### src/rtl/sevseg_pkg.sv
// Shared types and helpers for the seven-segment scan datapath.
package sevseg_pkg;

    localparam int DIGIT_COUNT = 4;

    typedef logic [1:0] digit_idx_t;
    typedef logic [3:0] nibble_t;

    // Select pattern that turns every digit off.
    localparam logic [DIGIT_COUNT-1:0] DIGIT_OFF = 4'b0000;

    // One-hot digit select for a given digit index.
    function automatic logic [DIGIT_COUNT-1:0] digit_onehot(input digit_idx_t idx);
        return 4'b0001 << idx;
    endfunction

    // Nibble of a 16-bit display word belonging to digit idx.
    function automatic nibble_t digit_select(input logic [15:0] word, input digit_idx_t idx);
        nibble_t nib;
        case (idx)
            2'd0:    nib = word[3:0];
            2'd1:    nib = word[7:4];
            2'd2:    nib = word[11:8];
            default: nib = word[15:12];
        endcase
        return nib;
    endfunction

endpackage

### src/rtl/seven_seg_scan_prescaler.sv
// Slot prescaler: counts 0..DIV-1 while enabled and flags the terminal count.
// The next-count value is exported so the top can register blanking in step
// with the digit select.
module scan_prescaler #(
    parameter int DIV = 100000
) (
    input  logic                                  clk,
    input  logic                                  reset_i,
    input  logic                                  en_i,
    output logic                                  tick_o,
    output logic [((DIV > 1) ? $clog2(DIV) : 1)-1:0] count_next_o
);

    localparam int CNT_W = (DIV > 1) ? $clog2(DIV) : 1;
    localparam logic [CNT_W-1:0] TERMINAL = CNT_W'(DIV - 1);

    logic [CNT_W-1:0] count_q;
    logic [CNT_W-1:0] count_d;

    assign tick_o       = en_i && (count_q == TERMINAL);
    assign count_next_o = count_d;

    // Next count: hold when disabled, wrap to zero on the terminal count.
    always_comb begin
        count_d = count_q;
        if (en_i) begin
            if (count_q == TERMINAL) begin
                count_d = '0;
            end else begin
                count_d = count_q + 1'b1;
            end
        end
    end

    // Count register with synchronous reset.
    always_ff @(posedge clk) begin
        if (reset_i) begin
            count_q <= '0;
        end else begin
            count_q <= count_d;
        end
    end

endmodule

### src/rtl/seven_seg_scan_controller.sv
// Four-digit seven-segment scan controller: double-buffered display word,
// rotating one-hot digit select and registered digit nibble.
// Optional feature: define SEVSEG_SCAN_BLANKING_EN to blank the select for
// the first BLANK_CYCLES cycles of every digit slot (anti-ghosting).
module seven_seg_scan_controller
    import sevseg_pkg::*;
#(
    parameter int REFRESH_DIV  = 100000,
    parameter int BLANK_CYCLES = 1000
) (
    input  logic        clk,
    input  logic        reset,
    input  logic        scanEnable,
    input  logic [15:0] displayData,
    input  logic        dataValid,
    output logic [3:0]  switchEnabler,
    output logic [3:0]  digitValue,
    output logic        frameStart
);

`ifdef SEVSEG_SCAN_BLANKING_EN
    localparam bit BLANKING = 1'b1;
`else
    localparam bit BLANKING = 1'b0;
`endif

    localparam int CNT_W = (REFRESH_DIV > 1) ? $clog2(REFRESH_DIV) : 1;
    localparam logic [CNT_W-1:0] BLANK_LIM = CNT_W'(BLANK_CYCLES);
    // The prescaler is zero in reset, so the select starts dark when blanking.
    localparam logic [3:0] RESET_SEL = (BLANKING && BLANK_CYCLES > 0) ? DIGIT_OFF : 4'b0001;

    logic             tick;
    logic [CNT_W-1:0] count_next;
    logic             wrap;
    logic             blank_d;

    digit_idx_t  index_q, index_d;
    logic [15:0] pending_q, pending_d;
    logic        pending_full_q, pending_full_d;
    logic [15:0] active_q, active_d;
    logic [3:0]  sel_q, sel_d;
    nibble_t     digit_q, digit_d;
    logic        frame_start_q, frame_start_d;

    scan_prescaler #(
        .DIV(REFRESH_DIV)
    ) u_prescaler (
        .clk         (clk),
        .reset_i     (reset),
        .en_i        (scanEnable),
        .tick_o      (tick),
        .count_next_o(count_next)
    );

    assign wrap = tick && (index_q == 2'd3);

    // Digit index advance and double-buffer update; a strobe coinciding with
    // the wrap bypasses the pending register so the newest word wins.
    always_comb begin
        index_d        = tick ? index_q + 1'b1 : index_q;
        pending_d      = pending_q;
        pending_full_d = pending_full_q;
        active_d       = active_q;
        if (wrap) begin
            if (dataValid) begin
                active_d       = displayData;
                pending_full_d = 1'b0;
            end else if (pending_full_q) begin
                active_d       = pending_q;
                pending_full_d = 1'b0;
            end
        end else if (dataValid) begin
            pending_d      = displayData;
            pending_full_d = 1'b1;
        end
    end

    // Output next-state, derived from the post-edge index and count so the
    // select, nibble and frame pulse all change on the same edge as the index.
    always_comb begin
        blank_d       = BLANKING && (count_next < BLANK_LIM);
        sel_d         = (scanEnable && !blank_d) ? digit_onehot(index_d) : DIGIT_OFF;
        digit_d       = digit_select(active_d, index_d);
        frame_start_d = scanEnable ? wrap : frame_start_q;
    end

    // State and output registers with synchronous reset.
    always_ff @(posedge clk) begin
        if (reset) begin
            index_q        <= '0;
            pending_q      <= '0;
            pending_full_q <= 1'b0;
            active_q       <= '0;
            sel_q          <= RESET_SEL;
            digit_q        <= '0;
            frame_start_q  <= 1'b0;
        end else begin
            index_q        <= index_d;
            pending_q      <= pending_d;
            pending_full_q <= pending_full_d;
            active_q       <= active_d;
            sel_q          <= sel_d;
            digit_q        <= digit_d;
            frame_start_q  <= frame_start_d;
        end
    end

    assign switchEnabler = sel_q;
    assign digitValue    = digit_q;
    assign frameStart    = frame_start_q;

endmodule
### config.mk
export PLATFORM = sky130hd
export DESIGN_NAME = seven_seg_scan_controller
export DESIGN_NICKNAME = d
export VERILOG_FILES = /design/src/rtl/sevseg_pkg.sv /design/src/rtl/seven_seg_scan_prescaler.sv /design/src/rtl/seven_seg_scan_controller.sv
export SDC_FILE = /design/constraint.sdc
export NUM_CORES = 1
export LEC_CHECK = 0
export BUFFER_PORTS_ARGS = -buffer_cell sky130_fd_sc_hd__buf_4
export CAP_MARGIN = 10
export CORE_MARGIN = 2
export CORE_UTILIZATION = 40
export CTS_BUF_LIST = sky130_fd_sc_hd__clkbuf_4 sky130_fd_sc_hd__clkbuf_8
export CTS_CLUSTER_DIAMETER = 100
export DETAILED_ROUTE_END_ITERATION = 8
export GPL_TIMING_DRIVEN = 0
export PLACE_DENSITY = 0.7
export SLEW_MARGIN = 20
export SYNTH_ARGS = -nofsm -noshare
export SYNTH_HDL_FRONTEND = slang
export SYNTH_SLANG_ARGS = --single-unit
### constraint.sdc
create_clock -name clk -period 6.3 [get_ports clk]
set_input_delay 0 -clock clk [delete_from_list [all_inputs] [get_ports clk]]
set_output_delay 0 -clock clk [all_outputs]
set_load 0.01 [all_outputs]
Word-level counts from Yosys, hierarchy flattened
Cells that the tools add are included.
W data, S select, Z words.

operators by class
  $add $sub $neg = 2
  equality and inequality tests = 4
  shift operators = 1
  multiplexer cells = 7
  bitwise operators = 2
  reductions and logical operators = 6

operators by type and width
  kind                     number
  $mux W16                 3
  $add A17 B1 Y17 const B  1
  $eq A17 B17 Y1 const B   1
  $mux W17                 1
  $pmux W4 S3              1
  $eq A2 B2 Y1 const B     2
  $reduce_or A2 Y1         2
  $shl A1 B2 Y4 const A    1
  $add A2 B1 Y2 const B    1
  $eq A2 B1 Y1 const B     1
  $logic_and A1 B1 Y1      2
  $logic_not A2 Y1         1
  $mux W2                  1
  $not A1 Y1               2
  $reduce_and A2 Y1        1
  $mux W1                  1

storage, ports and cells
  register bits = 61
  output and inout port bits = 9
  logic and storage cells = 31

Longest topological paths before layout
  depth after elaboration = 5
  depth in mapped cells = 10

Modules after synthesis
From an unflattened synthesis, not the netlist that was laid out.

unflattened totals
  cells, all modules = 373
  area total of the unflattened synthesis = 3174.3 µm²

modules (own cells, without submodules)
  module                     times used  cells an instance  area an instance (µm²)  seq. area each (µm²)
  seven_seg_scan_controller  1           255                2137.0                  880.8
  scan_prescaler             1           118                1037.2                  340.3

Worst setup path before layout
OpenSTA, ideal clock, no wires.

  path type = flip-flop to flip-flop
  from = reg u_prescaler.count_q[0]
  to = reg digit_q[0], in the netlist digitValue[0]
  setup time = 0.133 ns
  data arrival time = 1.848 ns
  data required time = 6.167 ns
  setup slack = 4.319 ns
  cell stages (with the launch flop) = 9
  path buffers = 1
  clock period less this slack = 1.981 ns
  cells stage by stage = dfxtp_1 -> ha_1 -> and4b_1 -> buf_4 -> nand4_2 -> nor3_4 -> nand2_1 -> o221ai_1 -> a221oi_2

between the ends
  cells in the longest elaborated chain, start to end = 5

RTL lines
  what                                                   RTL line                                                          source
  from (decl)                                            seven_seg_scan_prescaler.sv:17                                    logic [CNT_W-1:0] count_q;
  from (signal assigned)                                 seven_seg_scan_prescaler.sv:40                                    count_q <= count_d;
  $eq A17 B17 Y1 (*)                                     seven_seg_scan_prescaler.sv:20                                    assign tick_o = en_i && (count_q == TERMINAL);
  $logic_and A1 B1 Y1 (*)                                seven_seg_scan_prescaler.sv:20
  $mux W2 / $logic_and A1 B1 Y1 (equally long branches)  seven_seg_scan_controller.sv:60, seven_seg_scan_controller.sv:55
  $eq A2 B2 Y1, or another cell as far along             sevseg_pkg.sv:20                                                  case (idx)
  $pmux W4 S3 (*)                                        sevseg_pkg.sv:20
  to (signal assigned)                                   seven_seg_scan_controller.sv:103                                  digit_q <= digit_d;
  to (decl)                                              seven_seg_scan_controller.sv:42                                   nibble_t digit_q, digit_d;

Every way passes the cells marked *; elsewhere a longest branch is shown, timed or not.
A chain may end at the register's enable or synchronous reset.

Final worst setup path
  from = reg u_prescaler.count_q[0]
  to = reg digit_q[2], in the netlist digitValue[2]

Same word-level chain as after synthesis.

==> run metrics <==
Area contributors post-synth=dfxtp_1 43%, nor2_1 7.9%, mux2i_1 5.6%; final net count=between 300 and 400; Final WS setup=3890 ps; DIE WIDTH=88.3 microns; first-pass GRT wire length=11500 microns; peak supply drop=0.121 mV; Cells after Synth=320; initial core utilization=0.416; FF+latch count, synth=between 60 and 70; number of synthesized flops with an enable pin=0; Primary FF master, synth=dfxtp_1; drt initial violations=~230; CTS tree=done; syn_nets=342; Via density=roughly 5.3; GR Overflow Total=0; crit end category=flop; Crit path arrival time=2610 ps; share of cells above drive strength 1=0.184; Seq/Total Area, Yosys=0.430; synth-to-layout area growth=23.9%; endpoints failing setup=0; core area=0.00683 sq mm; element type at the critical path start=flop; Mean Syn Cell Area=8.88 sq um; antenna cells=0; Die Footprint=~0.008 sq mm; final core utilization=0.516; total track usage=0.194; H-Tree Depth=3; Ys Warns=0; fill count=approximately 660; Min Clock Period, post-route=roughly 2400 ps; std cell rows=30; CP Class=flop to flop; top-area cell type share of the netlist area=0.430; RR Startpoint=u_prescaler.count_q[0]$_SDFFE_PP0P_; Post-synth ARST share=0; DRT Wirelength=7010 microns; clk sink count=61; CP startpoint=u_prescaler.count_q[0]$_SDFFE_PP0P_; post-route ant nets=0; period utilization=0.382; total power=between 0.8 and 0.9 mW; Final GP Congestion=about 0.88; Final Slew Violations=0; drt wl/cell=14.8 microns; number of antenna violations at the first check in global routing=0; area leader, netlist=dfxtp_1; max_cap viols=0; hold path start=reset; DR vias=2501; largest net degree at the start of global routing=11; Setup TNS=0 ps; status=completed; Post-synth top cells=61 x dfxtp_1, 60 x nor2_1, 20 x nand2_1; Inserted Clock Buffers=9; Skew-Pair Late Insertion Delay=330 ps; count of unique library cells instantiated by Yosys=50; P per Cell Area=roughly 230 mW/mm^2; worst hold path cell count=2; Syn Std Cell Area=0.00284 sq mm; HP Class=input pin to flop; detailed-router iteration count before antenna repair=5; root buffer cell=clkbuf_8; Highest Clock Rate=416 MHz; # DRC=0; Worst R2R Path Depth=8; number of port buffers=25; clock slew at reported path FFs=about 70 ps; RSZ-0062 raised after global routing=false; vias in the first global route=around 2400; Setup Skew=between 7 and 8 ps; Leak Pwr=1.42 nW; Max Fanout on Critical Path=10; Slew headroom=0.603; top-count cell post-synth=dfxtp_1; dpl ws=approximately 3900 ps; Final Hold Fails=0; Clock Tree Buf Depth=2; Die H=just under 90 microns; Setup Fix Bufs, Post-CTS=0; HPWL after DPL=around 4800 microns; Top Ports=29; Least-Margin Pin Slew=595 ps; CP required=6500 ps
## sequential cells by signal, summed over array words and instances, names as in the netlist
signal,cells
pending_q,16
pending_full_q,1
u_prescaler.count_q,17
switchEnabler,4
index_q,2
digitValue,4
frameStart,1
active_q,16
## worst paths after layout
kind         slack (ps)                   endpoint
min reg2reg         460  pending_q[8]$_SDFFE_PP0P_
min                  70     active_q[0]$_SDFF_PP0_
max                3890   digitValue[2]$_SDFF_PP0_
max reg2reg        3890   digitValue[2]$_SDFF_PP0_
## what timing repair did
action | CTS | global route
hold buffers | 17 | 0
endpoints found under the hold margin | 18 | 0
gates resized for setup | 0 | 0
## power breakdown
group | leakage (nW) | internal [mW] | switching, mW
Sequential | 0.495 | 0.394 | 0.00528
Combinational | 0.821 | 0.0287 | 0.0306
Clock | 0.105 | 0.215 | 0.142
## cells in the final DEF, fill, tap and decap left out, types with 2 or more instances in the layout
cell type       n
a211oi_2        3
a21oi_1        13
a22oi_1         4
a2bb2oi_1       4
and2_1          9
and3_1          7
and4_1          2
buf_2           5
buf_4          30
clkbuf_1        6
clkbuf_8       12
dfxtp_1        61
dlygate4sd3_1  17
ha_1            2
inv_1           3
mux2i_1        16
nand2_1        20
nand3_1        10
nand4_1         8
nor2_1         60
nor3_1          4
nor4_1          4
nor4b_2         2
o21ai_0        14
o21ai_1         5
o221ai_1        7
o22ai_1         6
or4_1           2
xnor2_1         5
xor2_1         11
## worst max-delay path, cell delays in order, from the launching register on
cell	delay, ps
dfxtp_1	400
ha_1	300
and4b_1	220
buf_4	200
nand4_2	180
nor3_4	350
nand2_1	180
o221ai_1	320
a211oi_2	130
## per-layer routing
layer | track usage | wire length [microns] | vias to the layer above
met4 | 0.0771 | 167 | 0
met5 | 0 | 0 | -
met1 | 0.257 | 3220 | 1157
met3 | 0.0476 | 425 | 16
met2 | 0.304 | 3190 | 89
li1 | - | - | 1239
## logic make-up (layout without fill, tap and decap cells)
kind of cell,count (synthesis),count (layout),share of synthesized area
AND/OR/NAND/NOR,140,140,0.254
XOR/XNOR,17,17,0.0550
multiplexers,17,17,0.0616
adder cells (fa/ha/maj),2,2,0.00880
AO/OA/AOI/OAI,61,61,0.150
flip-flops,61,61,0.430
buffers and inverters,22,78,0.0405
## area by class of cell
class / count / area, sq um / area share
Multi-Input combinational cell: 237 / 1510 / 0.428
Sequential cell: 61 / 1220 / 0.347
Inverter: 5 / 18.8 / 0.00533
Tap cell: 96 / 120 / 0.0341
Buffer: 17 / 96.3 / 0.0273
Clock inverter: 1 / 30.0 / 0.00852
Clock buffer: 13 / 173 / 0.0490
Timing Repair Buffer: 42 / 358 / 0.102
## per-stage QoR
stage,cells,hold slack [ps],instance area (sq um)
detailed placement,441,247,3150
global route,472,103,3520
finish,472,67.3,3520
global placement,441,240,3150
floorplan,320,144,2840
CTS,472,55.4,3520
Note: power is estimated with default switching activity, not from simulation.
